### config.mk
export PLATFORM = sky130hd
export DESIGN_NAME = interrupt_requester_flat
export DESIGN_NICKNAME = d
export VERILOG_FILES = /design/src/rtl/interrupt_requester_if.sv /design/src/rtl/interrupt_requester.sv /design/src/flat_wrapper.sv
export SDC_FILE = /design/constraint.sdc
export NUM_CORES = 1
export LEC_CHECK = 0
export CAP_MARGIN = 15
export CELL_PAD_IN_SITES_DETAIL_PLACEMENT = 1
export CELL_PAD_IN_SITES_GLOBAL_PLACEMENT = 1
export CORE_MARGIN = 8
export CORE_UTILIZATION = 41
export CTS_CLUSTER_SIZE = 10
export DETAILED_ROUTE_END_ITERATION = 8
export GPL_TIMING_DRIVEN = 0
export PLACE_DENSITY_LB_ADDON = 0.1
export SLEW_MARGIN = 25
export SYNTH_ARGS = -nofsm -noshare
export SYNTH_HDL_FRONTEND = slang
export SYNTH_SLANG_ARGS = --single-unit
### constraint.sdc
create_clock -name clk_i -period 3.65 [get_ports clk_i]
set_clock_uncertainty 0.1 [all_clocks]
set_input_delay 0.73 -clock clk_i [delete_from_list [all_inputs] [get_ports clk_i]]
set_output_delay 0.73 -clock clk_i [all_outputs]
set_load 0.1 [all_outputs]
### src/rtl/interrupt_requester_if.sv
// Handshake bundle between interrupt_requester (master) and the interrupt controller (slave).
// ovf_o exists only when INTREQ_OVF_STAT_EN is defined.
interface interrupt_requester_if #(
    parameter int N_SRC = 32
) ();
    logic [N_SRC-1:0] int_req_o;
    logic [N_SRC-1:0] int_fin_i;
    logic [N_SRC-1:0] pending_o;
`ifdef INTREQ_OVF_STAT_EN
    logic [N_SRC-1:0] ovf_o;
`endif

    // Requester drives int_req_o/pending_o; the controller answers each request with a
    // one-cycle int_fin_i pulse while int_req_o is high. A fin seen at any other time is ignored.
`ifdef INTREQ_OVF_STAT_EN
    modport master (output int_req_o, output pending_o, output ovf_o, input int_fin_i);
    modport slave  (input int_req_o, input pending_o, input ovf_o, output int_fin_i);
`else
    modport master (output int_req_o, output pending_o, input int_fin_i);
    modport slave  (input int_req_o, input pending_o, output int_fin_i);
`endif
endinterface

### src/rtl/interrupt_requester.sv
// Per-line interrupt requester: counts event rising edges and requests them one at a time.
// Optional sticky overflow flags are built when INTREQ_OVF_STAT_EN is defined.
module interrupt_requester #(
    parameter int N_SRC   = 32,
    parameter int CNT_W   = 2,
    parameter int HOLDOFF = 2
) (
    input  logic                   clk_i,
    input  logic                   rst_i,
    input  logic [N_SRC-1:0]       event_i,
    input  logic [N_SRC-1:0]       en_i,
    input  logic [N_SRC-1:0]       clr_i,
    interrupt_requester_if.master  irq,
    output logic [2*N_SRC-1:0]     state_dbg_o
);

    typedef enum logic [1:0] {
        IDLE = 2'd0,
        REQ  = 2'd1,
        HOLD = 2'd2
    } state_t;

    localparam logic [CNT_W-1:0] CNT_MAX   = {CNT_W{1'b1}};
    localparam logic [3:0]       HOLD_LOAD = 4'(HOLDOFF - 1);

    state_t           state_q [N_SRC];
    state_t           state_d [N_SRC];
    logic [CNT_W-1:0] cnt_q   [N_SRC];
    logic [CNT_W-1:0] cnt_d   [N_SRC];
    logic [3:0]       hold_q  [N_SRC];
    logic [3:0]       hold_d  [N_SRC];
    logic [N_SRC-1:0] event_q;
    logic [N_SRC-1:0] rise;
    logic [N_SRC-1:0] fin_acc;
    logic [N_SRC-1:0] drop;

    always_ff @(posedge clk_i or negedge rst_i) begin
        if (!rst_i) begin
            event_q <= '0;
            for (int i = 0; i < N_SRC; i++) begin
                state_q[i] <= IDLE;
                cnt_q[i]   <= '0;
                hold_q[i]  <= '0;
            end
        end else begin
            event_q <= event_i;
            for (int i = 0; i < N_SRC; i++) begin
                state_q[i] <= state_d[i];
                cnt_q[i]   <= cnt_d[i];
                hold_q[i]  <= hold_d[i];
            end
        end
    end

    always_comb begin
        rise    = '0;
        fin_acc = '0;
        drop    = '0;
        for (int i = 0; i < N_SRC; i++) begin
            state_d[i] = state_q[i];
            cnt_d[i]   = cnt_q[i];
            hold_d[i]  = hold_q[i];

            rise[i]    = event_i[i] & ~event_q[i] & en_i[i];
            fin_acc[i] = irq.int_fin_i[i] & (state_q[i] == REQ);
            // A rise paired with a finish nets to zero, so it is never counted as dropped.
            drop[i]    = rise[i] & (cnt_q[i] == CNT_MAX) & ~fin_acc[i];

            if (rise[i] && !fin_acc[i] && cnt_q[i] != CNT_MAX)
                cnt_d[i] = cnt_q[i] + 1'b1;
            else if (fin_acc[i] && !rise[i])
                cnt_d[i] = cnt_q[i] - 1'b1;

            unique case (state_q[i])
                IDLE: begin
                    if (cnt_d[i] != '0)
                        state_d[i] = REQ;
                end
                REQ: begin
                    if (fin_acc[i]) begin
                        state_d[i] = HOLD;
                        hold_d[i]  = HOLD_LOAD;
                    end
                end
                HOLD: begin
                    if (hold_q[i] == '0)
                        state_d[i] = (cnt_d[i] != '0) ? REQ : IDLE;
                    else
                        hold_d[i] = hold_q[i] - 1'b1;
                end
                default: state_d[i] = IDLE;
            endcase

            if (clr_i[i]) begin
                state_d[i] = IDLE;
                cnt_d[i]   = '0;
                hold_d[i]  = '0;
            end
        end
    end

    always_comb begin
        irq.int_req_o = '0;
        irq.pending_o = '0;
        state_dbg_o   = '0;
        for (int i = 0; i < N_SRC; i++) begin
            irq.int_req_o[i]         = (state_q[i] == REQ);
            irq.pending_o[i]         = (cnt_q[i] != '0);
            state_dbg_o[2*i +: 2]    = state_q[i];
        end
    end

`ifdef INTREQ_OVF_STAT_EN
    logic [N_SRC-1:0] ovf_q;

    // Clear wins over a same-cycle overflow.
    always_ff @(posedge clk_i or negedge rst_i) begin
        if (!rst_i)
            ovf_q <= '0;
        else
            ovf_q <= (ovf_q | drop) & ~clr_i;
    end

    assign irq.ovf_o = ovf_q;
`else
    logic unused_drop;
    assign unused_drop = ^drop;
`endif

endmodule

### src/flat_wrapper.sv
// flat-port wrapper written by rule: the top's interface ports become plain ports
module interrupt_requester_flat 
#(
    parameter int N_SRC   = 32,
    parameter int CNT_W   = 2,
    parameter int HOLDOFF = 2
)
  (clk_i, rst_i, event_i, en_i, clr_i, state_dbg_o, irq_int_req_o, irq_pending_o, irq_int_fin_i);
  interrupt_requester_if #(.N_SRC(N_SRC)) irq_i ();
  input  logic clk_i;
  input  logic rst_i;
  input  logic [N_SRC-1:0] event_i;
  input  logic [N_SRC-1:0] en_i;
  input  logic [N_SRC-1:0] clr_i;
  output logic [2*N_SRC-1:0] state_dbg_o;
  output wire logic [$bits(irq_i.int_req_o)-1:0] irq_int_req_o;
  output wire logic [$bits(irq_i.pending_o)-1:0] irq_pending_o;
  input wire logic [$bits(irq_i.int_fin_i)-1:0] irq_int_fin_i;
  assign irq_int_req_o = irq_i.int_req_o;
  assign irq_pending_o = irq_i.pending_o;
  assign irq_i.int_fin_i = irq_int_fin_i;
  interrupt_requester #(.N_SRC(N_SRC), .CNT_W(CNT_W), .HOLDOFF(HOLDOFF)) u_core (.clk_i(clk_i), .rst_i(rst_i), .event_i(event_i), .en_i(en_i), .clr_i(clr_i), .irq(irq_i), .state_dbg_o(state_dbg_o));
endmodule
==> results.yml, run 1 <==
final_layout:
  regArea_um2: 7207
  drive_above_1_share_pct: 5.090
  fin_area_um2: 21060
  area_delta_synth_final_pct: 24.90
  final_cells: 2657
  final_cell_mix: "dfrtp_1, clkdlybuf4s50_1, nor2_1"
  layout.nets: 2361
  multi_input_area_um2: 8817
  layout_commonest_cell: "dfrtp_1"
  fillers: 4704
route:
  ant_nets: 0
  vias: 14080
  totalWireLength_um: 43490
  drt_iter0_markers: 599
  drc: 0
  routedWlPerCell_um: 16.37
  firstDrtPassIters: 4
  via_per_inst: 5.298
worst_setup_path:
  critPathMaxFanout: 7
  cp_data_required_time_ps: 2820
  arrival_ps: 2500
  r2r-start: "u_core.hold_q[44]$_DFFE_PN0P_"
  path_class: "reg2out"
  r2r_end: "u_core.hold_q[47]$_DFFE_PN0P_"
  cp-start-kind: "flip-flop"
  ff2ff_setup_slack_ps: 1370
  startpoint: "u_core.state_dbg_o[48]$_DFFE_PN0P_"
  rr_worst_depth: 7
  end_kind: "output pin"
synthesis:
  yosys_warnings: 0
  ys_seq_elements: 288
  ys_async_sr_fraction_pct: 100.0
  synth-edff-count: 0
  synth_area_um2: 16860
  ys_seq_area_share_pct: 42.74
  yosys.cell_types.count: 53
  synth_cells: 1833
  ys.flop_type: "dfrtp_1"
  avgSynthCellArea_um2: 9.199
  syn_nets: 2091
grt:
  antenna_found_initial: 2
  grt_usage_pct: 18.32
  grt_max_degree: 86
  grt_overflow: 0
  first_global_vias: 15480
  grt_pass1_wl_um: 74480
die:
  rows: 74
  die_area_um2: 47870
  dieHeight_um: 218.8
  die_w_um: 218.8
  ios: 258
  core_area_um2: 40740
  initial_core_util_pct: 41.39
power_and_ir_drop:
  power_w: 0.01345
  ir_drop_mv: 0.5933
  p_per_area_nw_per_um2: 638.5
  p_leak_nw: 9.417
hold_path:
  hold_depth: 1
  min_path_type: "reg2reg"
  min_to: "u_core.hold_q[4]$_DFFE_PN0P_"
  hp-start: "u_core.hold_q[4]$_DFFE_PN0P_"
run_status:
  status: "complete, no violations"
placed_design:
  gp_congestion: 0.7966
  port_buffers: 227
  placed_cells: 2595
  dp_hpwl_um: 32290
  placed_cell_area_um2: 19890
timing:
  drv_slew: 0
  tightest_slew_ps: 1069
  hold_viol_final: 0
  timing.fmax_mhz: 300.5
  finalSetupTns_ps: 0
  period_share_pct: 91.17
  post-route-min-period_ps: 3328
  grt_setup_unrepaired: "false"
  setup_viol: 0
  maxSlewHeadroom_pct: 28.48
clock_network:
  post-cts-setup-buffers: 0
  clkSinkCount: 288
  cts_tree: "yes"
  cts_buffers: 37
  clock_latency_ps: 530
  clock_path_buffers: 3
  clk_pin_slew_worst_paths_ps: 60
  cts.htree.levels: 2
  cts_root_buf: "clkbuf_16"
run:
  max-cap-violations: 0
what timing repair did:
item | in CTS | in global routing
gates resized for setup | 0 | 0
setup endpoints to repair | 0 | 0
endpoints found under the hold margin | 3 | 0
hold buffers | 1 | 0
power breakdown:
group          switching (W)  internal, W  leakage [nW]
Sequential          0.000460      0.00360          3.87
Clock                0.00138      0.00213         0.572
Combinational        0.00411      0.00177          4.97
cells by family after synthesis:
kind of cell               Yosys count  synth area share, %
DFF                                288                42.74
buffers and inverters              221                4.964
xor gates and xnor gates            80                4.156
adders and majority gates          128                9.498
and+or+nand+nor                    753                24.23
AOI/OAI and AO/OA                  316                11.53
muxes                               47                2.879
synthesized netlist by cell type, drive strengths merged, types with 3 or more instances:
cell       n  area (µm²)
nor2b     64       400.4
mux2i     35       350.3
o211ai     4       30.03
and2       7       43.79
or3       21       136.4
ha       128        1602
nand4b     7       61.31
nor3b     18       135.1
o221ai     5       43.79
a311oi     7       61.31
clkbuf    18       67.56
a211oi    45       337.8
nand2b    33       206.5
nor4      21       131.4
o31ai      5       37.54
nand3b    45       337.8
or2       14       87.58
mux2      12       135.1
and3       8       50.05
and3b     44       385.4
o21ai     71       355.3
inv      172       645.6
or4       13       97.59
a31oi      5       31.28
a21oi    124       620.6
xor2      49       429.2
nor3     129       645.6
xnor2     31       271.5
a2111o     3       33.78
a22o      12       105.1
nand2     82       307.8
dfrtp    288        7207
o311ai     4       35.03
or3b      17       148.9
a21o      17       127.6
nand3     10       50.05
buf       31       123.9
nor2     213       799.5
a2111oi    4       35.03
flip-flops by register name (all words and copies together) (netlist names):
| signal | count |
|---|---|
| u_core.event_q | 32 |
| u_core.hold_q | 128 |
| u_core.state_dbg_o | 64 |
| u_core.cnt_q | 64 |
stage by stage:
step                setup WS, ps  hold WS (ps)  util [%]
floorplan                  271.9         334.4         -
global placement          -11750         384.9     48.60
detailed placement         869.4         396.7     48.81
CTS                        270.7         414.3     51.67
global route               207.9         436.5     51.68
finish                     322.4         414.7     51.69
how the worst max path moves through the flow:
stage                                                     to  slack, ps
final                                      irq_int_req_o[24]        320
after detailed placement  u_core.state_dbg_o[32]$_DFFE_PN0P_        870
after global placement    u_core.state_dbg_o[54]$_DFFE_PN0P_     -11750
after global routing                       irq_pending_o[16]        210
after floorplan                    u_core.cnt_q[3]$_DFF_PN0_        270
after CTS                                  irq_int_req_o[16]        270
worst max-delay path: stages, from the launching register on:
cell	delay [ps]
dfrtp_1	470
nor2b_1	290
clkdlybuf4s50_1	1200
metal layers:
layer  part of all wire, %  wire, µm  track usage, %
met4                   2.4      1026           6.050
met2                    50     21720           32.41
met5                     0         0               0
met3                   4.2      1832           3.318
met1                    43     18910           22.29
area by class of cell:
cell class	count	area share, %
flip-flops and latches	288	34.22
clock buffers	55	5.395
multi-input cells	1324	41.87
diodes	3	0.03565
clock inverters	3	0.08912
inverters	172	3.066
plain buffers	49	0.9090
repair buffers	231	11.25
well taps	532	3.161
(Power assumes the default switching activity.)
==> inputs of run 2 (changes only) <==
Clock period 3.65 ns to 4.23 ns, I/O delays scaled along.
==> results.yml, run 2 (same netlist as run 1, synthesis figures left out) <==
run_status:
  status: "complete, no violations"
run:
  max-cap-violations: 0
final_layout:
  fin_area_um2: 21050
  layout.nets: 2360
  area_delta_synth_final_pct: 24.84
  final_util_pct: 51.67
  largest_reg_flops: 128
  final_cell_mix: "dfrtp_1, clkdlybuf4s50_1, nor2_1"
  drive_above_1_share_pct: 5.092
  layout_commonest_cell: "dfrtp_1"
  regMostFlops: "u_core.hold_q"
clock_network:
  cts_buffers: 37
  cts_resized: 0
  cts_root_buf: "clkbuf_16"
  clock_path_buffers: 3
  cts.htree.levels: 2
  post-cts-setup-buffers: 0
  cts_hold_buffers: 0
  clk_pin_slew_worst_paths_ps: 60
  clkSinkCount: 288
  cts_tree: "yes"
  clock_latency_ps: 530
grt:
  grt_max_degree: 86
  first_global_vias: 15470
  grt_usage_pct: 18.32
  grt_pass1_wl_um: 74460
  grt_overflow: 0
  antenna_found_initial: 2
power_and_ir_drop:
  ir_drop_mv: 0.5103
  p_per_area_nw_per_um2: 550.9
  p_leak_nw: 9.413
route:
  totalWireLength_um: 43440
  via_per_inst: 5.292
  drc: 0
  ant_nets: 0
  firstDrtPassIters: 6
  drt_iter0_markers: 591
  vias: 14060
  routedWlPerCell_um: 16.36
worst_setup_path:
  arrival_ps: 2500
  path_class: "reg2out"
  worst_path_largest_cell_delay_ps: 1200
  crit_slowest_cell: "clkdlybuf4s50_1"
  end_kind: "output pin"
  critPathMaxFanout: 5
  cp-start-kind: "flip-flop"
  cp_data_required_time_ps: 3280
  crit_path_cell_trace: "nor2b_1 > clkdlybuf4s50_1"
timing:
  post-route-min-period_ps: 3447
  setup_viol: 0
  period_share_pct: 81.48
  grt_setup_unrepaired: "false"
  timing.fmax_mhz: 290.1
  fin_ws_ps: 783.4
  hold_viol_final: 0
  drv_slew: 0
  tightest_slew_ps: 1069
  maxSlewHeadroom_pct: 28.48
placed_design:
  gp_congestion: 0.7966
  placed_cell_area_um2: 19890
  port_buffers: 227
  dp_hpwl_um: 32290
  dp_worst_setup_slack_ps: 1333
die:
  die_area_um2: 47870
  dieHeight_um: 218.8
  die_w_um: 218.8
  ios: 258
  core_area_um2: 40740
  rows: 74
  initial_core_util_pct: 41.39
hold_path:
  min_path_type: "in2async"
==> run 2: metal layers <==
| metal | global-route usage (%) | share of wire [%] | up-vias |
|---|---|---|---|
| met3 | 3.318 | 4.4 | 61 |
| met5 | 0 | 0 | - |
| met1 | 22.29 | 43 | 6923 |
| li1 | - | - | 6856 |
| met4 | 6.050 | 2.3 | 0 |
| met2 | 32.39 | 50 | 215 |
==> run 2: area by class of cell <==
class / instances / area (µm²)
Buffer: 49 / 191.4
Antenna cell: 3 / 7.507
Tap cell: 532 / 665.6
Timing Repair Buffer: 230 / 2360
Fill cell: 4705 / 19690
Clock inverter: 3 / 18.77
Inverter: 172 / 645.6
Multi-Input combinational cell: 1324 / 8817
Clock buffer: 55 / 1136
Sequential cell: 288 / 7207
==> run 2: worst max-delay path, delay by kind of cell (launching register included) <==
| kind | cells | cell delay [ps] |
|---|---|---|
| AND/OR/NAND/NOR | 1 | 310 |
| flip-flops | 1 | 450 |
| buffers and inverters | 1 | 1200 |
==> run 2: path summary, 6_finish.rpt <==
check                                                   start                             to  slack, ps  depth (start not counted)
max                        u_core.state_dbg_o[32]$_DFFE_PN0P_              irq_int_req_o[16]        780                          2
min                                                     rst_i   u_core.event_q[31]$_DFF_PN0_        110                          1
max reg2reg                     u_core.hold_q[44]$_DFFE_PN0P_  u_core.hold_q[47]$_DFFE_PN0P_       1950                          7
min reg2reg                      u_core.hold_q[4]$_DFFE_PN0P_   u_core.hold_q[4]$_DFFE_PN0P_        410                          1
max in group asynchronous                               rst_i    u_core.event_q[5]$_DFF_PN0_       2740                          3
min in group clk_i               u_core.hold_q[4]$_DFFE_PN0P_   u_core.hold_q[4]$_DFFE_PN0P_        410                          1
==> run 2: through the flow <==
step,power [W],cells,TNS (ps),hold WS (ps)
6_report,0.01160,2656,0,114.5
5_1_grt,0.01226,2654,0,136.1
4_1_cts,0.01178,2653,0,108.6
3_5_place_dp,0.008632,2595,0,396.7
3_3_place_gp,0.008499,2592,-3234140,384.9
2_1_floorplan,0.007316,1833,0,363.9
==> run 2: where the power goes <==
| group | switching (W) | internal [W] | total [W] |
|---|---|---|---|
| clock network | 0.00119 | 0.00184 | 0.00303 |
| registers | 0.000395 | 0.00310 | 0.00350 |
| logic | 0.00355 | 0.00153 | 0.00507 |
